## src/rtl/uart_rx.sv

```systemverilog
// 8N1 UART receiver: two-flop input synchroniser, mid-bit sampling FSM and a
// valid/ready holding register. Define UART_RX_PARITY_EN to add an even-parity bit.
module uart_rx #(
   parameter int CLKS_PER_BIT = 104
) (
   input  logic       CLK,
   input  logic       RESET,
   input  logic       RXD,
   output logic [7:0] DATA,
   output logic       VALID,
   input  logic       READY,
   output logic       BUSY,
   output logic       OVERRUN,
   output logic       FRAME_ERR,
   output logic       PARITY_ERR
);

   localparam int CNT_W = $clog2(CLKS_PER_BIT);

   localparam logic [CNT_W-1:0] CNT_HALF = CNT_W'(CLKS_PER_BIT / 2 - 1);
   localparam logic [CNT_W-1:0] CNT_LAST = CNT_W'(CLKS_PER_BIT - 1);

   localparam logic [2:0] S_IDLE      = 3'd0;
   localparam logic [2:0] S_START     = 3'd1;
   localparam logic [2:0] S_DATA      = 3'd2;
   localparam logic [2:0] S_STOP      = 3'd3;
   localparam logic [2:0] S_WAIT_HIGH = 3'd4;
`ifdef UART_RX_PARITY_EN
   localparam logic [2:0] S_PARITY    = 3'd5;
`endif

   logic             rx_meta;
   logic             rxs;
   logic [2:0]       state;
   logic [CNT_W-1:0] cnt;
   logic [2:0]       bit_idx;
   logic [7:0]       rx_byte;
   logic             deliver_pend;
`ifdef UART_RX_PARITY_EN
   logic             parity_bad;
`endif

   // Both flops reset high so a released reset looks like an idle line.
   always_ff @(posedge CLK or negedge RESET) begin
      if (!RESET) begin
         rx_meta <= 1'b1;
         rxs     <= 1'b1;
      end else begin
         rx_meta <= RXD;
         rxs     <= rx_meta;
      end
   end

   // Receive FSM; every state entry restarts the baud counter at zero.
   always_ff @(posedge CLK or negedge RESET) begin
      if (!RESET) begin
         state        <= S_IDLE;
         cnt          <= '0;
         bit_idx      <= '0;
         rx_byte      <= '0;
         deliver_pend <= 1'b0;
         FRAME_ERR    <= 1'b0;
`ifdef UART_RX_PARITY_EN
         parity_bad   <= 1'b0;
         PARITY_ERR   <= 1'b0;
`endif
      end else begin
         deliver_pend <= 1'b0;
         FRAME_ERR    <= 1'b0;
`ifdef UART_RX_PARITY_EN
         PARITY_ERR   <= 1'b0;
`endif
         case (state)
            S_IDLE: begin
               if (!rxs) begin
                  state <= S_START;
                  cnt   <= '0;
               end
            end
            S_START: begin
               if (cnt == CNT_HALF) begin
                  cnt <= '0;
                  if (rxs) begin
                     state <= S_IDLE;
                  end else begin
                     state   <= S_DATA;
                     bit_idx <= '0;
                  end
               end else begin
                  cnt <= cnt + CNT_W'(1);
               end
            end
            S_DATA: begin
               if (cnt == CNT_LAST) begin
                  cnt              <= '0;
                  rx_byte[bit_idx] <= rxs;
                  bit_idx          <= bit_idx + 3'd1;
                  if (bit_idx == 3'd7) begin
`ifdef UART_RX_PARITY_EN
                     state <= S_PARITY;
`else
                     state <= S_STOP;
`endif
                  end
               end else begin
                  cnt <= cnt + CNT_W'(1);
               end
            end
`ifdef UART_RX_PARITY_EN
            S_PARITY: begin
               if (cnt == CNT_LAST) begin
                  cnt        <= '0;
                  parity_bad <= ^{rx_byte, rxs};
                  state      <= S_STOP;
               end else begin
                  cnt <= cnt + CNT_W'(1);
               end
            end
`endif
            S_STOP: begin
               if (cnt == CNT_LAST) begin
                  cnt <= '0;
                  if (rxs) begin
                     state <= S_IDLE;
`ifdef UART_RX_PARITY_EN
                     if (parity_bad) PARITY_ERR   <= 1'b1;
                     else            deliver_pend <= 1'b1;
`else
                     deliver_pend <= 1'b1;
`endif
                  end else begin
                     // A low stop bit wins over a parity mismatch.
                     FRAME_ERR <= 1'b1;
                     state     <= S_WAIT_HIGH;
                  end
               end else begin
                  cnt <= cnt + CNT_W'(1);
               end
            end
            S_WAIT_HIGH: begin
               if (rxs) begin
                  state <= S_IDLE;
                  cnt   <= '0;
               end
            end
            default: begin
               state <= S_IDLE;
               cnt   <= '0;
            end
         endcase
      end
   end

   // Holding register: a pending byte is accepted if the slot is free or drains this cycle.
   always_ff @(posedge CLK or negedge RESET) begin
      if (!RESET) begin
         DATA    <= 8'h00;
         VALID   <= 1'b0;
         OVERRUN <= 1'b0;
      end else begin
         OVERRUN <= 1'b0;
         if (deliver_pend) begin
            if (!VALID || READY) begin
               DATA  <= rx_byte;
               VALID <= 1'b1;
            end else begin
               OVERRUN <= 1'b1;
            end
         end else if (VALID && READY) begin
            VALID <= 1'b0;
         end
      end
   end

   assign BUSY = (state != S_IDLE);

`ifndef UART_RX_PARITY_EN
   assign PARITY_ERR = 1'b0;
`endif

endmodule

```

## config.mk

```make
export PLATFORM = sky130hd
export DESIGN_NAME = uart_rx
export DESIGN_NICKNAME = d
export VERILOG_FILES = /design/src/rtl/uart_rx.sv
export SDC_FILE = /design/constraint.sdc
export NUM_CORES = 1
export LEC_CHECK = 0
export ABC_CLOCK_PERIOD_IN_PS = 1800
export CAP_MARGIN = 10
export CORE_AREA = 8 8 52 96
export DETAILED_ROUTE_END_ITERATION = 10
export DIE_AREA = 0 0 60 104
export PLACE_DENSITY = 0.65
export RECOVER_POWER = 50
export SKIP_LAST_GASP = 1
export SLEW_MARGIN = 5
export SYNTH_ARGS = -nofsm -noshare
export SYNTH_HDL_FRONTEND = slang
export SYNTH_SLANG_ARGS = --single-unit
export TNS_END_PERCENT = 30
```

## constraint.sdc

```tcl
create_clock -name CLK -period 1.8 [get_ports CLK]
set_clock_uncertainty 0.15 [all_clocks]
set_input_delay 0.36 -clock CLK [delete_from_list [all_inputs] [get_ports CLK]]
set_output_delay 0.36 -clock CLK [all_outputs]
set_load 0.01 [all_outputs]
```

==> reports/metrics.cfg <==
[status]
violations = setup timing
status = finished, violations left

[critical_path]
cp_top_family = simple AND/OR/NAND/NOR gates
cp.arrival_ns = 1.88
end_kind = flop
start_kind = flop
critical_path_class = flop to flop
crit_chain = ha_4 -> buf_4 -> nand4b_1 -> or4_1 -> a21oi_2 -> a21oi_1
required_ns = 1.80
slowest_stage = or4_1
timing.critical_path.buf_inv = 1
cp_max_fo = 4
cpPeakStageDelay_ns = 0.51

[placement]
routabilityCongestion = 0.927
io_buffers = 15
dp_hpwl_mm = 2.74

[floorplanning]
core_um2 = 3800
start_util_pct = 43.9
die_x_um = 60
fp.dieH_um = 104
num_rows = 32
dieArea_um2 = 6240
ios = 17

[timing]
max_freq_ghz = 0.532
setup_viol = 13
rsz0062_at_grt = true
slew_headroom_pct = 42.1
setup_tns_ns = -0.470
tightest_slew_ns = 0.869
fin_crit_ns = 1.88
hold_slack_ns = 0.206
slew_violations = 0
fin_ws_ns = -0.0790
hold_viol_final = 0
finalCritPeriodShare_pct = 104

[detailed_routing]
wl_per_cell_um = 15.4
drt_iter0_markers = 32
dr_total_vias = 1287
wl_mm = 3.72
final_antenna_net_count = 0
vias_per_cell = 5.32
drcViolationCount = 0
dr.pass1.iters = 4

[final_layout]
num_antenna_cells = 0
layout.nets = 197
multi_input_area_um2 = 748
fillers = 339
drive_gt1_share_pct = 27.2
layout_common_cells = dfrtp_1 (33), buf_4 (20), nand2_1 (15)
mostFrequentLayoutCell = dfrtp_1
seq_area_um2 = 878
areaGrowthSynthToFinish_pct = 29.2

[synthesis]
avgSynthCellArea_um2 = 10.8
syn_nets = 162
ys_ff_latch = 35
yosysWarnings = 0
synthCells = 155
ys_seq_area_share_pct = 52.6
synth.cell_area_um2 = 1670
synth_cell_types = 41

[pwr]
irDropWorstVdd_v = 0.000603
power_density_nw_per_um2 = 718
leakage_nw = 0.999

[cts]
cts_buffer_depth = 2
clock_sinks = 35
clkSlewWorstSetupHoldPaths_ns = 0.07
clock-root-buffer = clkbuf_8
clock_latency_ns = 0.28
h-tree-depth = 2
cts_tree = yes
cts_made_buffers = 5

[global_route]
grt_max_degree = 36
antenna_found_initial = 0
overflow = 0
grt_pass1_wl_mm = 6.02
grt_pass1_vias = 1335
groute.usage.overall_pct = 12.7

[job]
cap_violations = 0

[worst_hold_path]
hp-class = flop to flop

==> final cells by class <==
class | instances | area share (%)
Sequential cell | 35 | 40.7
Multi-Input combinational cell | 104 | 34.7
Clock buffer | 6 | 3.83
Inverter | 7 | 1.22
Clock inverter | 2 | 1.62
Timing Repair Buffer | 37 | 15.0
Tap cell | 51 | 2.96
==> cells by family after synthesis <==
logic type	count (synthesis)	synth area share, %
adders and majority gates	3	2.25
buffers and inverters	16	4.79
DFF	35	52.6
muxes	16	10.8
and+or+nand+nor	54	17.4
AOI/OAI and AO/OA	27	10.4
xor gates and xnor gates	3	1.57
other	1	0.225
==> through the flow <==
step           total power [W]  utilization (%)  cells  setup WS (ns)  cell area, µm²
2_1_floorplan         0.000814                -    155        0.00707            1670
3_3_place_gp          0.000843             52.9    233        -0.0342            2010
3_5_place_dp          0.000843             52.9    233        -0.0684            2010
4_1_cts                0.00158             56.1    241        -0.0621            2130
5_1_grt                0.00160             56.7    242         -0.193            2160
6_report               0.00155             56.7    242        -0.0790            2160
==> power by group <==
| part | switching, W | leakage (nW) | internal [W] | total (W) |
|---|---|---|---|---|
| sequential | 0.00000104 | 0.467 | 0.000790 | 0.000791 |
| clock | 0.000280 | 0.0612 | 0.000448 | 0.000728 |
| combinational | 0.0000229 | 0.471 | 0.00000812 | 0.0000310 |
| total | 0.000304 | 0.999 | 0.00125 | 0.00155 |
==> per-layer routing <==
layer  vias to the layer above  global-route usage, %  wire, µm
met1                       635                   11.9      1320
met4                         0                   8.61       129
li1                        617                      -         -
met2                        24                   22.3      2130
met3                        11                   3.47       133
met5                         -                      0         0
==> state kept, by name, summed over array words and instances, names as in the netlist <==
register      count
cnt               7
DATA              8
rxs               1
rx_byte           8
bit_idx           3
OVERRUN           1
deliver_pend      1
rx_meta           1
VALID             1
FRAME_ERR         1
state             3
==> worst paths after layout <==
kind	cells past startpoint	slack [ns]	end	from
max	6	-0.08	bit_idx[0]	cnt[1]
min	0	0.21	rxs	rx_meta
max reg2reg	6	-0.08	bit_idx[0]	cnt[1]
min reg2reg	0	0.21	rxs	rx_meta
max in group asynchronous	2	0.35	bit_idx[1]	RESET
min in group asynchronous	2	0.61	DATA[5]	RESET
==> cell usage after synthesis, drive strengths merged <==
master	instances	area, µm²
a211oi	2	15.0
a21boi	1	7.51
a21o	2	15.0
a21oi	11	55.1
a311oi	1	8.76
and2	2	12.5
and2b	1	7.51
and4	1	8.76
and4bb	2	25.0
buf	6	41.3
clkbuf	3	12.5
conb	1	3.75
dfrtp	33	826
dfstp	2	52.6
ha	3	37.5
inv	7	26.3
mux2	16	180
nand2	15	56.3
nand2b	5	31.3
nand3	3	15.0
nand4	6	37.5
nand4b	1	8.76
nor2	9	33.8
nor2b	1	6.26
nor3	3	15.0
nor4	4	25.0
o2111ai	1	8.76
o211ai	1	7.51
o21a	1	7.51
o21ai	4	20.0
o221a	1	11.3
o221ai	1	8.76
o2bb2ai	1	8.76
or4	1	7.51
xnor2	2	17.5
xor2	1	8.76
==> worst reg2reg max path, stage by stage, from the launching register on <==
cell and delay [ns]:
dfrtp_1 0.41, ha_4 0.15, buf_4 0.12, nand4b_1 0.14, or4_1 0.51, a21oi_2 0.18, a21oi_1 0.09
==> what timing repair did <==
item / in CTS / in global routing
pin swaps: 1 / 4
cloned: 0 / 0
gates resized for setup: 4 / 7
setup endpoints to repair: 16 / 18
buffers inserted: 0 / 1
endpoints found under the hold margin: 0 / 0
hold buffers: 0 / 0
Note: power is estimated with default switching activity, not from simulation.
